**src/rtl/display_scheduler.sv**
```systemverilog
// display_scheduler: round-robin owner of the shared 8-digit display.
// Captures one requester's binary value, converts it to packed BCD with a
// sequential shift-and-add-3 pass, then holds the result for HOLD_CYCLES.
//
// state | meaning
// IDLE  | display free, arbitrating among pending requests
// CONV  | 32 double-dabble iterations on the captured value
// SHOW  | result held for HOLD_CYCLES, requests ignored
module display_scheduler #(
   parameter int HOLD_CYCLES = 100_000_000
) (
   input  logic        clk,
   input  logic        reset,
   input  logic [2:0]  req,
   input  logic [95:0] value_in,
   output logic [2:0]  ack,
   output logic [31:0] bcd_out,
   output logic        bcd_valid,
   output logic [1:0]  owner,
   output logic        ovf,
   output logic        busy
);

   typedef enum logic [1:0] {IDLE, CONV, SHOW} state_t;

   localparam logic [31:0] CONV_LOAD = 32'd31;
   localparam logic [31:0] HOLD_LOAD = 32'(HOLD_CYCLES - 1);
   localparam logic [31:0] BCD_MAX   = 32'd99_999_999;

   state_t      state;
   logic [1:0]  rr_ptr;
   logic [31:0] cnt;
   logic [39:0] acc;
   logic [31:0] bin;

   logic [1:0]  win;
   logic [31:0] win_value;
   logic [39:0] acc_adj;
   logic [71:0] shifted;

   // Round-robin search starting at rr_ptr; only meaningful when |req.
   always_comb begin
      win = 2'd0;
      case (rr_ptr)
         2'd1: begin
            if (req[1])      win = 2'd1;
            else if (req[2]) win = 2'd2;
            else             win = 2'd0;
         end
         2'd2: begin
            if (req[2])      win = 2'd2;
            else if (req[0]) win = 2'd0;
            else             win = 2'd1;
         end
         default: begin
            if (req[0])      win = 2'd0;
            else if (req[1]) win = 2'd1;
            else             win = 2'd2;
         end
      endcase
   end

   // Select the winner's 32-bit slice.
   always_comb begin
      case (win)
         2'd1:    win_value = value_in[63:32];
         2'd2:    win_value = value_in[95:64];
         default: win_value = value_in[31:0];
      endcase
   end

   // One double-dabble step: add 3 to every digit >= 5, then shift {bcd, bin}.
   always_comb begin
      acc_adj = acc;
      for (int d = 0; d < 10; d++) begin
         if (acc[4*d +: 4] >= 4'd5) acc_adj[4*d +: 4] = acc[4*d +: 4] + 4'd3;
      end
   end

   assign shifted = {acc_adj, bin} << 1;

   // Sequencer: arbitration, conversion and hold timing with registered outputs.
   always_ff @(posedge clk) begin
      if (reset) begin
         state     <= IDLE;
         rr_ptr    <= 2'd0;
         cnt       <= 32'd0;
         acc       <= 40'd0;
         bin       <= 32'd0;
         ack       <= 3'b000;
         bcd_out   <= 32'd0;
         bcd_valid <= 1'b0;
         owner     <= 2'b11;
         ovf       <= 1'b0;
         busy      <= 1'b0;
      end else begin
         ack <= 3'b000;
         case (state)
            IDLE: begin
               if (|req) begin
                  bin       <= win_value;
                  acc       <= 40'd0;
                  ovf       <= (win_value > BCD_MAX);
                  owner     <= win;
                  ack       <= 3'b001 << win;
                  rr_ptr    <= (win == 2'd2) ? 2'd0 : win + 2'd1;
                  cnt       <= CONV_LOAD;
                  bcd_valid <= 1'b0;
                  busy      <= 1'b1;
                  state     <= CONV;
               end
            end
            CONV: begin
               acc <= shifted[71:32];
               bin <= shifted[31:0];
               if (cnt == 32'd0) begin
                  bcd_out   <= ovf ? 32'h9999_9999 : shifted[63:32];
                  bcd_valid <= 1'b1;
                  cnt       <= HOLD_LOAD;
                  state     <= SHOW;
               end else begin
                  cnt <= cnt - 32'd1;
               end
            end
            SHOW: begin
               if (cnt == 32'd0) begin
                  owner <= 2'b11;
                  busy  <= 1'b0;
                  state <= IDLE;
               end else begin
                  cnt <= cnt - 32'd1;
               end
            end
            default: state <= IDLE;
         endcase
      end
   end

endmodule

```
**config.mk**
```make
export PLATFORM = sky130hd
export DESIGN_NAME = display_scheduler
export DESIGN_NICKNAME = d
export VERILOG_FILES = /design/src/rtl/display_scheduler.sv
export SDC_FILE = /design/constraint.sdc
export NUM_CORES = 1
export LEC_CHECK = 0
export CAP_MARGIN = 40
export CORE_ASPECT_RATIO = 1.4
export CORE_MARGIN = 2
export CORE_UTILIZATION = 53
export CTS_CLUSTER_SIZE = 24
export DETAILED_ROUTE_END_ITERATION = 10
export PLACE_DENSITY_LB_ADDON = 0.3
export SYNTH_ARGS = -nofsm -noshare
export SYNTH_HDL_FRONTEND = slang
export SYNTH_SLANG_ARGS = --single-unit
```
**constraint.sdc**
```tcl
create_clock -name clk -period 3.5 [get_ports clk]
set_input_delay 0.525 -clock clk [delete_from_list [all_inputs] [get_ports clk]]
set_output_delay 0.525 -clock clk [all_outputs]
set_load 0.01 [all_outputs]
```
# Yosys cells after proc, flatten, opt, wreduce, memory -nomap -nowiden
# Cells that the tools add are included.
# Widths: inputs -> output; s select.
[word_totals] out_inout_bits=40 register_bits=148 elab_cells=102 input_bits=101
[classes] eq_ne=10 mux=41 reduce_logical=14 bitwise_logic=2 shifts=1 n_lt_le_gt_ge=11 add_sub_neg=12
[op_table] cell="$mux 32" count=5
[op_table] cell="$pmux 32 s2" count=2
[op_table] cell="$pmux 32 s3" count=1
[op_table] cell="$pmux 40 s2" count=1
[op_table] cell="$ge 4x3->1 const B" count=10
[op_table] cell="$mux 40" count=1
[op_table] cell="$add 4x2->4 const B" count=9
[op_table] cell="$mux 4" count=9
[op_table] cell="$gt 32x27->1 const B" count=1
[op_table] cell="$logic_not 32->1" count=1
[op_table] cell="$sub 32x1->32 const B" count=1
[op_table] cell="$mux 2" count=11
[op_table] cell="$reduce_and 3->1" count=4
[op_table] cell="$ne 2x2->1 const B" count=4
[op_table] cell="$pmux 2 s2" count=2
[op_table] cell="$eq 2x1->1 const B" count=3
[op_table] cell="$eq 2x2->1 const B" count=3
[op_table] cell="$pmux 2 s3" count=1
[op_table] cell="$reduce_and 2->1" count=3
[op_table] cell="$reduce_or 3->1" count=2
[op_table] cell="$mux 1" count=5
[op_table] cell="$pmux 1 s2" count=2
[op_table] cell="$reduce_bool 2->1" count=2
[op_table] cell="$add 3x2->3 const B" count=1
[op_table] cell="6 further kinds" count=7

# Longest topological paths before layout
[logic_depth] word_depth=7 mapped_depth=16 ltp_nobuf=14

# Worst setup path after synthesis
# Ideal clock, no wire load.
[synth_path] path_type="register to register" startpoint="reg rr_ptr[0]" endpoint="reg ovf" setup_slack_ns=0.440 stages_incl_launch_ff=16 setup_time_ns=0.086 path_buffers=3 period_less_slack_ns=3.060 arrival_time_ns=2.974 cell_sequence="dfxtp_1 -> inv_1 -> ha_1 -> nor2b_1 -> a21oi_1 -> nor2_1 -> a21oi_1 -> ha_1 -> clkbuf_1 -> buf_1 -> clkbuf_1 -> nor2_1 -> a21oi_1 -> nand4_1 -> a21o_1 -> a211oi_1"
[synth_between] elab_chain_len=5
[synth_rtl] element="from (decl)" line="31" source="logic [1:0] rr_ptr;"
[synth_rtl] element="from (signal assigned)" line="106" source="rr_ptr <= (win == 2'd2) ? 2'd0 : win + 2'd1;"
[synth_rtl] element="$eq 2x2->1 / $eq 2x1->1 (equally long branches)" line="44" source="case (rr_ptr)"
[synth_rtl] element="$pmux 2 s2 *" line="44"
[synth_rtl] element="$eq 2x2->1 / $eq 2x1->1 (equally long branches)" line="65" source="case (win)"
[synth_rtl] element="$pmux 32 s2 *" line="65"
[synth_rtl] element="$gt 32x27->1 *" line="103" source="ovf <= (win_value > BCD_MAX);"
[synth_rtl] element="to (signal assigned)" line="103"
[synth_rtl] element="to (decl)" line="20" source="output logic ovf,"
# Mark *: on every way between the ends. The rest lies on a longest branch, timed or not.
# A chain may end at the register's enable or synchronous reset.

# Worst setup path after layout
[layout_path] startpoint="reg rr_ptr[0]" endpoint="reg bin[29]"
[layout_between] elab_chain_len=6
[layout_rtl] element="$eq 2x2->1 / $eq 2x1->1 (equally long branches)" line="44"
[layout_rtl] element="$pmux 2 s2 *" line="44"
[layout_rtl] element="$eq 2x2->1 / $eq 2x1->1 (equally long branches)" line="65"
[layout_rtl] element="$pmux 32 s2 *" line="65"
[layout_rtl] element="$mux 32 *" line="100" source="if (|req) begin"
[layout_rtl] element="$pmux 32 s2 *" line="98" source="case (state)"
[layout_rtl] element="to (signal assigned)" line="101" source="bin <= win_value;"
[layout_rtl] element="to (signal assigned)" line="115" source="bin <= shifted[31:0];"
[layout_rtl] element="to (decl)" line="34" source="logic [31:0] bin;"
# Mark *: on every way between the ends. The rest lies on a longest branch, timed or not. The select of a mux whose other input is x is not followed.

==> results.md <==
* Status: finished clean
* Initial antenna violation count at 0
* Slowest stage cell on the critical path: a2111oi_0
* CP startpoint kind: flip-flop
* Routed vias/inst at about 5.9
* Worst path max stage delay at roughly 520 ps
* Core Rows at 52
* Sequential fraction of the synthesis area at between 30% and 40%
* Clock root cell: clkbuf_16
* Final setup margin at 499 ps
* Layout fillers at ~1200
* Pre-CTS setup slack at ~280 ps
* GRT Residual Overflow at 0
* WL final at 20.5 mm
* Drt initial violations at approximately 430
* Final hold violation count at 0
* Relative slew margins at about half
* DP Area at approximately 0.0093 mm^2
* Most frequent cells in the layout: nor2_1, dfxtp_1, clkdlybuf4s50_1
* Clock Power Share at 32.0%
* Chip Width at 106 um
* Cells after Synth at between 1000 and 1500
* Overall power at between 5 and 6 mW
* Largest net degree at the start of global routing at 67
* Gate power share at about 34%
* Vias in the first global route at slightly below 8000
* Commonest non-fill, non-tap cell in the layout: nor2_1
* Critical path type: flip-flop to flip-flop
* Syn. warnings at 0
* Fmax at around 330 MHz
* Max FO, Critical Path at 53
* Minimum clock period at around 3000 ps
* Tot GR Track Use at 26.9%
* Total number of vias at roughly 7800
* PwrDens at between 500 and 600 mW/mm^2
* Quantity of gates resized following cts at 0
* Sequential power share at roughly a third
* Mean Syn Cell Area at 7.62 um^2
* EDFF count, synth at 0
* Clock transition at the registers of the reported paths at 60 ps
* Residual DRC at 0
* Chip height at around 150 um
* Critical-path cell list: inv_1 -> ha_1 -> nor2b_1 -> a21oi_1 -> nor2_1 -> a21oi_1 -> buf_4 -> ha_1 -> buf_12 -> o21ai_0 -> nand2_1 -> o21ai_0 -> a2111oi_0
* # nets final at between 1000 and 1500
* CTS tree: yes
* Drt wl/cell at about 15 um
* Setup TNS at 0 ps
* Initial Utilization at between 50% and 60%
* Async SR Flop Fraction at 0%
* Transition time of the tightest slew-check pin at between 700 and 800 ps
* Crit. End Element: flip-flop
* Initial DRT Pass Iterations at 5
* Core Region at about 0.014 mm^2
* Share of cells above drive strength 1 at under 10%
* GPL Wtd Cong at between 0.8 and 0.9
* Synth unique cells at 54
* Post-CTS Setup Bufs at 0
* DP Wirelength at roughly 14 mm
* Final setup vio count at 0
* Die area at ~0.015 mm^2
* Io pins at 141
* Crit path DAT at 3270 ps
* Peak supply drop at about 0.46 mV
* Most used DFF post-synth: dfxtp_1
* Sinks on Clock Net at between 100 and 150
* Seq cells post-synth at between 100 and 150
* Routed Antenna Nets at 0
* CTS Hold Bufs at 0
* Worst Path Buf+Inv at 3
* Max Cap Violations at 0
* Slew Limit Fails at 0
* CTS Buf Count at 17
* Post-route cell area at 0.00989 mm^2
* Tcrit/Tclk final at between 80 and 90%
* Synth Net Count at ~1100
* RSZ-0062 raised after global routing: no
* Internal cell power at around 3.8 mW
* P_leak at approximately 3.7 nW
* First-pass GRT wire length at approximately 35 mm
* WP data required at between 3000 and 4000 ps
* Clock skew at around 8.6 ps
* P_sw at ~2.1 mW
* Cell family with most CP delay: compound AO/OA/AOI/OAI gates
* Worst min-delay path category: input port to flip-flop
* H-tree levels at 4
* Antenna cells at 0
* CTS max path bufs at 2
* Sw Share at 35.8%
* P&R area growth vs syn at 28.9%
* Fin util at 69.1%
* Port Buf Inserts at 140
* Mapped cell area at 0.00767 mm^2
* Worst-Skew Late Latency at ~420 ps
[through the flow]
| step | std cells | hold WS [ps] |
|---|---|---|
| global placement | 1294 | 437 |
| CTS | 1327 | 438 |
| detailed placement | 1295 | 445 |
| global route | 1327 | 446 |
| floorplan | 1007 | 453 |
| finish | 1327 | 449 |
[cells in the mapped netlist, drive strengths merged, types with 2 or more instances]
cell type  instances  area (um^2)
clkinv             2         7.51
nor4b              2         17.5
o22ai             27          169
xnor2             11         96.3
a31oi              2         12.5
a211oi             6         45.0
a21o               2         15.0
nor4              10         92.6
ha                27          338
nand3              9         55.1
nand2b             9         56.3
nand4              9         56.3
o21ai             64          324
a21oi            104          521
a32oi              2         17.5
nor2             184          691
or2                3         18.8
or3               16          100
a2111oi           30          263
xor2               3         26.3
o31ai              6         45.0
nand2             67          251
dfxtp            140         2800
mux2i             12          120
and3               2         12.5
mux2               8         90.1
nor3              45          240
and2               2         12.5
o211ai             3         22.5
a22oi             27          203
buf               14         71.3
o22a               2         17.5
clkbuf            53          199
inv               30          113
o21a               3         22.5
a22o              11         96.3
nor3b             31          233
nor2b             20          125
[sequential cells by signal (all words and copies together), names as in the netlist]
signal	flops
acc	32
ack	3
bcd_out	32
bcd_valid	1
bin	32
busy	1
cnt	32
ovf	1
owner	2
rr_ptr	2
state	2
[path summary, 6_finish.rpt]
path / startpoint / to / slack (ps) / cells past startpoint
worst min-delay path: reset / state[1] / 450 / 2
worst min register to register: bcd_out[22] / bcd_out[22] / 450 / 2
worst max-delay path: rr_ptr[0] / bin[29] / 500 / 13
worst max register to register: rr_ptr[0] / bin[29] / 500 / 13
[area by class of cell]
| type | instances | area [um^2] | share of cell area [%] |
|---|---|---|---|
| sequential | 140 | 2800 | 28.3 |
| multi-input combinational | 768 | 4480 | 45.3 |
| clock inverter | 13 | 164 | 1.66 |
| tap | 189 | 236 | 2.39 |
| clock buffer | 19 | 443 | 4.48 |
| inverter | 32 | 120 | 1.21 |
| timing repair buffer | 166 | 1640 | 16.6 |
[per-layer routing]
| layer | track usage (%) | vias to the layer above | wire [um] |
|---|---|---|---|
| li1 | - | 3844 | - |
| met1 | 31.6 | 3606 | 8300 |
| met2 | 48.1 | 290 | 10600 |
| met3 | 4.38 | 49 | 1020 |
| met4 | 11.4 | 0 | 555 |
| met5 | 0 | - | 0 |
[cells by family after synthesis]
logic type	share of synthesized area [%]
adders and majority gates	4.40
buffers and inverters	5.09
xor gates and xnor gates	1.60
DFF	36.5
AOI/OAI and AO/OA	23.8
muxes	2.74
and+or+nand+nor	25.9
[power by group through the flow]
stage	clock (mW)	sequential, mW	combinational (mW)
2_1_floorplan	0	2.00	1.31
3_3_place_gp	0	2.02	1.92
3_5_place_dp	0	2.02	1.94
4_1_cts	1.87	1.99	1.97
5_1_grt	1.95	2.03	2.19
6_report	1.87	2.00	1.98
Power figures use the tool's default switching activity.
